**config.mk**
```make
export PLATFORM = sky130hd
export DESIGN_NAME = uart_tx_serializer
export DESIGN_NICKNAME = d
export VERILOG_FILES = /design/src/rtl/uart_tx_serializer.sv
export SDC_FILE = /design/constraint.sdc
export NUM_CORES = 1
export LEC_CHECK = 0
export CAP_MARGIN = 20
export CORE_MARGIN = 5
export CORE_UTILIZATION = 40
export DETAILED_ROUTE_END_ITERATION = 16
export HOLD_SLACK_MARGIN = 0.12
export PLACE_DENSITY = 0.56
export SLEW_MARGIN = 20
export SYNTH_ARGS = -nofsm -noshare
export SYNTH_HDL_FRONTEND = slang
export SYNTH_SLANG_ARGS = --single-unit
```
**constraint.sdc**
```tcl
create_clock -name sys_clk -period 2.4 [get_ports sys_clk]
set_clock_uncertainty 0.2 [all_clocks]
set_input_delay 0.24 -clock sys_clk [delete_from_list [all_inputs] [get_ports sys_clk]]
set_output_delay 0.24 -clock sys_clk [all_outputs]
set_load 0.02 [all_outputs]
```
**src/rtl/uart_tx_serializer.sv**
```systemverilog
// uart_tx_serializer
//   8N1 UART transmitter. A one-cycle TX_en in IDLE captures serial_out and
//   sends start bit, eight data bits LSB-first, then the stop bit. Each bit
//   lasts CLKS_PER_BIT cycles. Strobes that arrive while a frame is in flight
//   are dropped.
//
// Ports
//   sys_clk     in   system clock, rising edge
//   RST         in   asynchronous active-low reset
//   TX_en       in   send strobe, sampled only in IDLE
//   serial_out  in   [7:0] byte to send, captured on the accepting edge
//   tx          out  UART line, idles high
//   busy        out  high for the whole frame
//   done        out  one-cycle pulse in the last cycle of the stop bit
//
// state | meaning
// IDLE  | line high, waiting for TX_en
// START | driving the start bit (0)
// DATA  | driving shift register bit 0, eight bits LSB-first
// STOP  | driving the stop bit (1), done in its final cycle
module uart_tx_serializer #(
  parameter int CLKS_PER_BIT = 434,
  parameter int CNT_W        = $clog2(CLKS_PER_BIT)
) (
  input  logic       sys_clk,
  input  logic       RST,
  input  logic       TX_en,
  input  logic [7:0] serial_out,
  output logic       tx,
  output logic       busy,
  output logic       done
);

  typedef enum logic [1:0] {
    IDLE  = 2'd0,
    START = 2'd1,
    DATA  = 2'd2,
    STOP  = 2'd3
  } state_t;

  localparam logic [CNT_W-1:0] CNT_MAX = CNT_W'(CLKS_PER_BIT - 1);
  // done is registered, so it is raised one cycle before the counter hits CNT_MAX
  localparam logic [CNT_W-1:0] CNT_PRE = CNT_W'(CLKS_PER_BIT - 2);

  state_t           state_q, state_d;
  logic [CNT_W-1:0] cnt_q, cnt_d;
  logic [2:0]       bit_q, bit_d;
  logic [7:0]       shreg_q, shreg_d;
  logic             tx_q, tx_d;
  logic             busy_q, busy_d;
  logic             done_q, done_d;

  always_ff @(posedge sys_clk or negedge RST) begin
    if (!RST) begin
      state_q <= IDLE;
      cnt_q   <= '0;
      bit_q   <= '0;
      shreg_q <= '0;
      tx_q    <= 1'b1;
      busy_q  <= 1'b0;
      done_q  <= 1'b0;
    end else begin
      state_q <= state_d;
      cnt_q   <= cnt_d;
      bit_q   <= bit_d;
      shreg_q <= shreg_d;
      tx_q    <= tx_d;
      busy_q  <= busy_d;
      done_q  <= done_d;
    end
  end

  // tx/busy/done are registered, so each branch computes the value the line
  // must carry in the cycle after the coming edge.
  always_comb begin
    state_d = state_q;
    cnt_d   = cnt_q;
    bit_d   = bit_q;
    shreg_d = shreg_q;
    tx_d    = tx_q;
    busy_d  = busy_q;
    done_d  = 1'b0;

    case (state_q)
      IDLE: begin
        tx_d   = 1'b1;
        busy_d = 1'b0;
        if (TX_en) begin
          shreg_d = serial_out;
          cnt_d   = '0;
          bit_d   = '0;
          state_d = START;
          tx_d    = 1'b0;
          busy_d  = 1'b1;
        end
      end

      START: begin
        if (cnt_q == CNT_MAX) begin
          cnt_d   = '0;
          state_d = DATA;
          tx_d    = shreg_q[0];
        end else begin
          cnt_d = cnt_q + CNT_W'(1);
        end
      end

      DATA: begin
        if (cnt_q == CNT_MAX) begin
          cnt_d   = '0;
          shreg_d = shreg_q >> 1;
          if (bit_q == 3'd7) begin
            state_d = STOP;
            tx_d    = 1'b1;
          end else begin
            bit_d = bit_q + 3'd1;
            // next data bit is what lands in bit 0 after this shift
            tx_d  = shreg_q[1];
          end
        end else begin
          cnt_d = cnt_q + CNT_W'(1);
        end
      end

      STOP: begin
        tx_d = 1'b1;
        if (cnt_q == CNT_MAX) begin
          cnt_d   = '0;
          state_d = IDLE;
          busy_d  = 1'b0;
        end else begin
          cnt_d = cnt_q + CNT_W'(1);
          if (cnt_q == CNT_PRE) done_d = 1'b1;
        end
      end

      default: begin
        state_d = IDLE;
        cnt_d   = '0;
        tx_d    = 1'b1;
        busy_d  = 1'b0;
      end
    endcase
  end

  assign tx   = tx_q;
  assign busy = busy_q;
  assign done = done_q;

endmodule

```
==> results.ini, run 1 <==
[synth]
syn_avg_cell_area_um2=11.4
synth.distinct_cells=47
synth_sequential_area_ratio=0.404
ys_async_sr_fraction=1.00
netlist.area_leader.share=0.387
dominantRegCellSynth=dfrtp_1
yosysWarnings=0
netlist_top_cells_count=24 x dfrtp_1, 10 x ha_1, 10 x inv_1, 10 x nand2_1
synth.top_cells.by_area=dfrtp_1 39%, ha_1 8.1%, mux2_4 7.7%
synth_seq_cells=25
synth_edf_count=0
yosysMostFrequentCell=dfrtp_1
synth_top_area_cell=dfrtp_1
synth_cells=136
syn-cell-area_mm2=0.00155
synthesis.nets=157

[clock_tree]
cts.hold.buffers_added=0
ctsResizeCount=0
clockBufferDepth=2
root_buffer=clkbuf_8
htree_levels=1
clk_latency_ps=260
clock_sinks=25
cts_tree=built
path_clk_slew_ps=80
cts_setup_buffers=0
cts_made_buffers=3

[sta]
setup-tns-final_ps=0
fin_crit_sh=0.870
tightest_slew_ps=572
relSlewSlack=0.619
fmax_ghz=0.479
setup_viol=0
rsz0062_at_grt=false
hold_viol_final=0
period_needed_ps=2090
slew_viol_final=0

[floorplan]
die_h_um=72.3
die_w_um=72.3
io_pins=14
core_area_mm2=0.00372
rows=22
die-area_mm2=0.00522
initial_core_util=0.418

[worst_setup_path]
startpoint_type=flop
r2r-start=bit_q[0]
worstPathRequired_ps=2390
end_kind=flop
rr_endpoint=tx
cp_max_fo=8
rrSetupSlack_ps=310
worstPathArrival_ps=2080
crit_type=flop to flop
r2r_cells=6

[routing]
detail-route-antenna-nets=0
vias_per_cell=5.16
dr.pass1.iters=4
vias=1022
post-route-drc-count=0
drt_iter0_markers=50
routedWlPerCell_um=14.3
wirelength_um=2820

[grt]
grtUsageMet2=0.190
grt.met3_usage=0.0249
met1_usage=0.159
grtUsageTotal=0.117
grt_max_degree=26
grt_pass1_wl_um=4930
antenna_found_initial=0
busiest_layer=met2
grt_pass1_vias=1066
gr-total-overflow=0

[placed_design]
io_buffers=13
dp_hpwl_um=2110
gp_congestion=0.833

[final_layout]
fin_nets=172
drive_gt1_frac=0.213
register_area_um2=627
antenna_cells=0
area_growth_pct=13.5
multi_input_area_um2=838
nFillCells=349

[flow_run]
drv_cap=0

[pwr]
peakVddDrop_mv=0.238
power.density_mw_per_mm2=406
p_leak_nw=0.738
finalPower_mw=0.715

[hold_path]
hp-class=input port to asynchronous set/reset pin

[outcome]
status=complete, no violations

[report_power, final]
part / switching (mW) / internal, mW
sequential: 0.00353 / 0.427
clock: 0.123 / 0.118
combinational: 0.0144 / 0.0282
total: 0.141 / 0.573
[state kept, by name, summed over array words and instances, names as in the netlist]
register  flops
shreg_q       8
done          1
cnt_q         9
tx            1
state_q       2
bit_q         3
busy          1
[final cells by class]
cell class | instances | share of cell area
Tap cell | 48 | 0.0341
Multi-Input combinational cell | 95 | 0.476
Timing Repair Buffer | 16 | 0.0867
Clock buffer | 4 | 0.0256
Inverter | 10 | 0.0213
Sequential cell | 25 | 0.356
[worst max path at each step]
stage | start | to | slack [ps] | cells past startpoint
6_report | bit_q[0] | tx | 310 | 6
5_1_grt | bit_q[0] | tx | 150 | 6
4_1_cts | bit_q[0] | tx | 300 | 6
3_5_place_dp | state_q[0] | shreg_q[2] | 320 | 5
3_3_place_gp | bit_q[0] | tx | 310 | 6
2_1_floorplan | state_q[0] | state_q[1] | 320 | 6
[placed cells by master (no fill, tap or decap), types with 2 or more instances in the layout]
cell type and n:
mux2i_1 2, o21ai_0 2, nor2_1 2, ha_1 10, clkdlybuf4s50_1 13, o21a_1 2
dfrtp_1 24, nand3_1 3, o2bb2ai_1 2, clkbuf_8 3, a31oi_1 6, nand2b_1 3
a21oi_1 4, o21ai_1 5, inv_1 10, buf_4 3, nand2_1 10, mux2_4 8
and3_1 3, mux2_2 8, o41ai_1 2
[cells by family (layout without fill, tap and decap cells)]
| family | Yosys count | in the layout | synth area share |
|---|---|---|---|
| fa+ha+maj | 10 | 10 | 0.0806 |
| xor+xnor | 1 | 1 | 0.00565 |
| compound gates | 33 | 33 | 0.165 |
| mux | 19 | 19 | 0.156 |
| simple gates | 32 | 32 | 0.133 |
| flops | 25 | 25 | 0.404 |
| buf+inv | 16 | 30 | 0.0556 |
[critical path, cell delays in order, from the launching register on]
cell and delay (ps):
dfrtp_1 420, ha_1 210, ha_1 280, o21a_1 210, a2111oi_0 340, a21oi_1 70, mux2_1 290
[routing by layer]
layer / vias up / share of wire
li1: 517 / -
met1: 490 / 0.49
met2: 13 / 0.47
met3: 2 / 0.038
met4: 0 / 0.0057
met5: - / 0
[stage by stage]
stage / utilization / hold WS, ps / cell area [um^2] / setup WS [ps] / cells
finish: 0.474 / 137 / 1760 / 312 / 198
global route: 0.474 / 170 / 1760 / 147 / 198
floorplan: - / -256 / 1550 / 316 / 136
global placement: 0.462 / 293 / 1720 / 307 / 194
detailed placement: 0.462 / 297 / 1720 / 315 / 194
CTS: 0.474 / 144 / 1760 / 299 / 198
No activity file was read; power rests on OpenSTA's default activity.
==> run 2, diff against run 1 <==
--- a/config.mk
+++ b/config.mk
@@ -10,7 +10,8 @@
 export CORE_UTILIZATION = 40
 export DETAILED_ROUTE_END_ITERATION = 16
 export HOLD_SLACK_MARGIN = 0.12
-export PLACE_DENSITY = 0.56
+export PLACE_DENSITY = 0.61
+export SETUP_SLACK_MARGIN = 0.1
 export SLEW_MARGIN = 20
 export SYNTH_ARGS = -nofsm -noshare
 export SYNTH_HDL_FRONTEND = slang
==> run 2 against run 1 <==
Clock-buffer cell count did not move; final cell count did not move; die area did not move; sequential cell count did not move; sequential share of layout area barely moved; largest cell class unchanged.
==> results.ini, run 2 (synthesized netlist as in run 1, its figures left out) <==
[floorplan]
die_w_um=72.3  ; unchanged
core_area_mm2=0.00372  ; unchanged
die-area_mm2=0.00522  ; unchanged
rows=22  ; unchanged
io_pins=14  ; unchanged
initial_core_util=0.418  ; unchanged
die_h_um=72.3  ; unchanged

[final_layout]
top_regs=cnt_q: 9 flops, shreg_q: 8 flops, bit_q: 3 flops
final_area_mm2=0.00176  ; about the same
largest_reg_flops=9  ; unchanged
mostFrequentLayoutCells=24 x dfrtp_1, 13 x clkdlybuf4s50_1, 10 x inv_1, 10 x nand2_1, 10 x ha_1
area_growth_pct=13.5  ; about the same
post-route-util=0.474  ; about the same
final_common_cell=dfrtp_1
fin_nets=172  ; unchanged
nFillCells=346  ; -0.86%
fin_cells=198  ; unchanged
top_register=cnt_q
antenna_cells=0  ; unchanged
drive_gt1_frac=0.213  ; unchanged

[sta]
fin_crit_sh=0.886  ; +0.0164
tightest_slew_ps=593  ; +21.4 ps
relSlewSlack=0.605  ; -0.0143
rsz0062_at_grt=false
hold_viol_final=0  ; unchanged
setup-tns-final_ps=0  ; unchanged
fin_hold_ws_ps=133  ; -3.84 ps
setup_ws_ps=273  ; -39.4 ps
fmax_ghz=0.470  ; -1.9%
slew_viol_final=0  ; unchanged
period_needed_ps=2130  ; +39.4 ps
setup_viol=0  ; unchanged

[clock_tree]
clk_latency_ps=270  ; about the same
ctsResizeCount=0  ; unchanged
path_clk_slew_ps=90  ; about the same
cts_tree=built
htree_levels=1  ; unchanged
cts.hold.buffers_added=0  ; unchanged
clockBufferDepth=2  ; unchanged
clock_sinks=25  ; unchanged
root_buffer=clkbuf_8
cts_made_buffers=3  ; unchanged
cts_setup_buffers=0  ; unchanged

[pwr]
power.density_mw_per_mm2=411  ; +1.2%
clock_power_share=0.346  ; +0.008
p_leak_nw=0.738  ; about the same
p_int_mw=0.574  ; about the same
pwr-share-seq=0.595  ; -0.007
p_sw_frac=0.207  ; +0.00943
pwr-share-comb=0.059  ; about the same
finalPower_mw=0.724  ; +1.3%
peakVddDrop_mv=0.239  ; +0.22%
power_switching_mw=0.150  ; +6.1%

[flow_run]
drv_cap=0  ; unchanged

[worst_setup_path]
worstPathArrival_ps=2130  ; +50 ps
r2r_cells=7  ; +1
rrSetupSlack_ps=270  ; -40 ps
slowest_stage=dfrtp_1
path_cells=inv_1, ha_1, buf_4, o21a_1, a2111oi_1, a21oi_1, mux2_1
cp_max_fo=17  ; +9
cp-endpoint=tx
startpoint_type=flop
worstPathRequired_ps=2400  ; about the same
r2r-start=state_q[0]
cp-startpoint=state_q[0]
crit_type=flop to flop
end_kind=flop
rr_endpoint=tx
max_stage_delay_ps=400  ; -20 ps

[grt]
grtUsageTotal=0.121  ; +0.00380
gr-total-overflow=0  ; unchanged
antenna_found_initial=0  ; unchanged
grt_max_degree=26  ; unchanged
grt_pass1_vias=1059  ; -0.66%
grt_pass1_wl_um=5070  ; +2.8%

[routing]
routedWlPerCell_um=14.3  ; +0.57%
vias_per_cell=5.20  ; +0.78%
vias=1030  ; +0.78%
post-route-drc-count=0  ; unchanged
dr.pass1.iters=4  ; unchanged
detail-route-antenna-nets=0  ; unchanged
wirelength_um=2840  ; +0.57%
drt_iter0_markers=57  ; +14%

[placed_design]
io_buffers=13  ; unchanged
pre_cts_ws_ps=220  ; -95.1 ps
dp_hpwl_um=2020  ; -3.9%
placed_cell_area_mm2=0.00172  ; unchanged
gp_congestion=0.788  ; -5.4%
dp_cells=194  ; unchanged

[outcome]
status=complete, no violations

[hold_path]
hp-class=input port to asynchronous set/reset pin

-- run 2: cell counts in the layout (fill, tap and decap cells not counted) --
Identical to the previous run, type by type.
-- run 2: metal layers --
metal  vias up  track usage  routed length [um]
met5         -            0                   0
li1        520            -                   -
met2        19        0.185                1270
met3         2       0.0249                 111
met4         0       0.0313                  17
met1       489        0.175                1440
-- run 2: how the worst min path moves through the flow --
stage               slack [ps]  depth (start not counted)       start          to
finish                     130                          2         RST  shreg_q[2]
CTS                        150                          2         RST  shreg_q[2]
floorplan                 -260                          0         RST    bit_q[0]
global route               170                          2         RST  shreg_q[2]
detailed placement         290                          2  shreg_q[7]  shreg_q[7]
global placement           290                          2  shreg_q[7]  shreg_q[7]
-- run 2: power groups by stage --
stage / registers [mW] / logic, mW / clock network, mW
2_1_floorplan: 0.438 / 0.0157 / 0
3_3_place_gp: 0.439 / 0.0428 / 0
3_5_place_dp: 0.439 / 0.0435 / 0
4_1_cts: 0.431 / 0.0439 / 0.254
5_1_grt: 0.431 / 0.0482 / 0.274
6_report: 0.431 / 0.0428 / 0.250
-- run 2: final cells by class --
cell class | count | area (um^2) | share of cell area
multi-input combinational | 95 | 840 | 0.477
sequential | 25 | 627 | 0.356
timing repair buffer | 16 | 153 | 0.0866
tap | 48 | 60.1 | 0.0341
clock buffer | 4 | 45.0 | 0.0256
inverter | 10 | 37.5 | 0.0213
-- run 2: critical path: cells and delay by family, from the launching register on --
kind            cells  cell delay [ps]
fa+ha+maj           1              280
mux                 1              300
buf+inv             2              330
flops               1              400
compound gates      3              550
==> run 3, diff against run 2 <==
--- a/config.mk
+++ b/config.mk
@@ -9,8 +9,10 @@
 export CORE_MARGIN = 5
 export CORE_UTILIZATION = 40
 export DETAILED_ROUTE_END_ITERATION = 16
+export DONT_BUFFER_PORTS = 1
 export HOLD_SLACK_MARGIN = 0.12
-export PLACE_DENSITY = 0.61
+export PLACE_DENSITY = 0.56
+export RECOVER_POWER = 100
 export SETUP_SLACK_MARGIN = 0.1
 export SLEW_MARGIN = 20
 export SYNTH_ARGS = -nofsm -noshare
==> run 3 against run 2 <==
Register-to-register slack got worse by 70 ps; via count increased by 1.8%; sequential cell count unchanged; power decreased by 0.62%; clock-buffer cell count decreased by 1; first-iteration DRC count decreased by 33%; critical endpoint is now shreg_q[2]; clock power increased by 2%; combinational power decreased by 20%; global-route usage increased by 0.64 points.
==> results.ini, run 3 (synthesized netlist as in run 1, its figures left out) <==
[sta]
rsz0062_at_grt=false
setup_viol=0  ; unchanged
hold_viol_final=0  ; unchanged
setup-tns-final_ps=0  ; unchanged
relSlewSlack=0.0756  ; -0.529
fmax_ghz=0.456  ; -3.0%
tightest_slew_ps=1390  ; +794 ps
fin_hold_ws_ps=219  ; +86.6 ps
setup_ws_ps=207  ; -65.7 ps
fin_crit_sh=0.914  ; +0.0274
slew_viol_final=0  ; unchanged
period_needed_ps=2190  ; +65.7 ps

[clock_tree]
path_clk_slew_ps=90  ; about the same
clock_sinks=25  ; unchanged
root_buffer=clkbuf_8
clockBufferDepth=2  ; unchanged
cts_tree=built
clk_latency_ps=270  ; about the same
htree_levels=1  ; unchanged
cts_made_buffers=3  ; unchanged

[worst_setup_path]
cp.depth=6  ; -1
crit_family=flip-flops
worstPathArrival_ps=2150  ; +20 ps
path_cells=inv_1, ha_1, and2b_2, a31oi_2, nor2_8, mux2_1
max_stage_delay_ps=410  ; about the same
rrSetupSlack_ps=210  ; -70 ps
cp.buffers_inverters=1  ; -1
r2r_cells=6  ; -1
end_kind=flop
slowest_stage=dfrtp_1
cp_max_fo=9  ; -8
crit_type=flop to flop
worstPathRequired_ps=2360  ; -40 ps
startpoint_type=flop

[final_layout]
top_regs=cnt_q: 9 flops, shreg_q: 8 flops, bit_q: 3 flops
largest_reg_flops=9  ; unchanged
fin_nets=169  ; -1.7%
mostFrequentLayoutCells=24 x dfrtp_1, 11 x nand2_1, 10 x inv_1, 10 x ha_1, 10 x dlygate4sd3_1
top_register=cnt_q
area_growth_pct=8.87
drive_gt1_frac=0.150  ; -0.0637
antenna_cells=0  ; unchanged
post-route-util=0.455  ; -0.0195
final_common_cell=dfrtp_1

[grt]
grt_pass1_wl_um=5250  ; +3.5%
antenna_found_initial=0  ; unchanged
grt_max_degree=26  ; unchanged
gr-total-overflow=0  ; unchanged
grt_pass1_vias=1139  ; +7.6%
grtUsageTotal=0.128  ; +0.00643

[pwr]
p_int_mw=0.565  ; -1.6%
clock_power_share=0.355  ; +0.009
pwr-share-comb=0.048  ; -0.011
power_switching_mw=0.155  ; +3.2%
p_leak_nw=0.706  ; -4.4%
pwr-share-seq=0.597  ; +0.002
peakVddDrop_mv=0.335  ; +40%
power.density_mw_per_mm2=426  ; +3.6%
p_sw_frac=0.215  ; +0.00799

[hold_path]
hp-class=input port to flop
min_path_cells=2

[floorplan]
initial_core_util=0.418  ; unchanged
die_h_um=72.3  ; unchanged
io_pins=14  ; unchanged
core_area_mm2=0.00372  ; unchanged
rows=22  ; unchanged
die-area_mm2=0.00522  ; unchanged
die_w_um=72.3  ; unchanged

[routing]
wirelength_um=2980  ; +4.8%
routedWlPerCell_um=15.3  ; +6.4%
detail-route-antenna-nets=0  ; unchanged
dr.pass1.iters=4  ; unchanged
post-route-drc-count=0  ; unchanged
drt_iter0_markers=38  ; -33%
vias=1049  ; +1.8%
vias_per_cell=5.38  ; +3.4%

[outcome]
status=complete, no violations

[flow_run]
drv_cap=0  ; unchanged

[placed_design]
dp_hpwl_um=2210  ; +8.9%
gp_congestion=0.811  ; +3.0%
pre_cts_ws_ps=270  ; +50.0 ps
io_buffers=0  ; -13

[run 3: worst paths after layout]
path,startpoint,endpoint
hold reg to reg,shreg_q[3],shreg_q[3]
max in group asynchronous,RST,cnt_q[7]
hold / removal,TX_en,cnt_q[7]
min in group asynchronous,RST,shreg_q[6]
setup / recovery,state_q[0],shreg_q[2]
setup reg to reg,state_q[0],shreg_q[2]
[run 3: through the flow]
| step | total power, mW | cells | area, um^2 |
|---|---|---|---|
| after floorplan | 0.453 | 136 | 1550 |
| after global placement | 0.455 | 180 | 1580 |
| after detailed placement | 0.456 | 180 | 1580 |
| after CTS | 0.742 | 195 | 1750 |
| after global routing | 0.757 | 195 | 1690 |
| final | 0.719 | 195 | 1690 |
[run 3: routing by layer]
layer / GRT usage / routed length (um) / vias to the layer above
met5: 0 / 0 / -
met3: 0.0305 / 91 / 4
met4: 0.0376 / 32 / 0
li1: - / - / 514
met1: 0.153 / 1350 / 514
met2: 0.225 / 1500 / 17
[run 3: power by group through the flow]
stage | registers [mW] | clock network, mW | logic, mW
6_report | 0.430 | 0.255 | 0.0344
5_1_grt | 0.431 | 0.287 | 0.0393
4_1_cts | 0.430 | 0.268 | 0.0436
3_5_place_dp | 0.439 | 0 | 0.0174
3_3_place_gp | 0.439 | 0 | 0.0168
2_1_floorplan | 0.438 | 0 | 0.0157
[run 3: layout make-up]
class | instances | area, um^2
Clock inverter | 1 | 7.51
Tap cell | 48 | 60.1
Sequential cell | 25 | 627
Multi-Input combinational cell | 95 | 797
Clock buffer | 3 | 41.3
Fill cell | 352 | 2030
Inverter | 10 | 37.5
Timing Repair Buffer | 13 | 119
[run 3: worst register-to-register path, stage by stage (launching register included)]
cell	delay [ps]
dfrtp_1	410
inv_1	130
ha_1	270
and2b_2	250
a31oi_2	390
nor2_8	100
mux2_1	340
[run 3: timing repair]
action	4_1_cts	5_1_grt
resized for setup	0	0
setup buffers	0	0
endpoints found under the hold margin	35	0
hold buffers	11	0
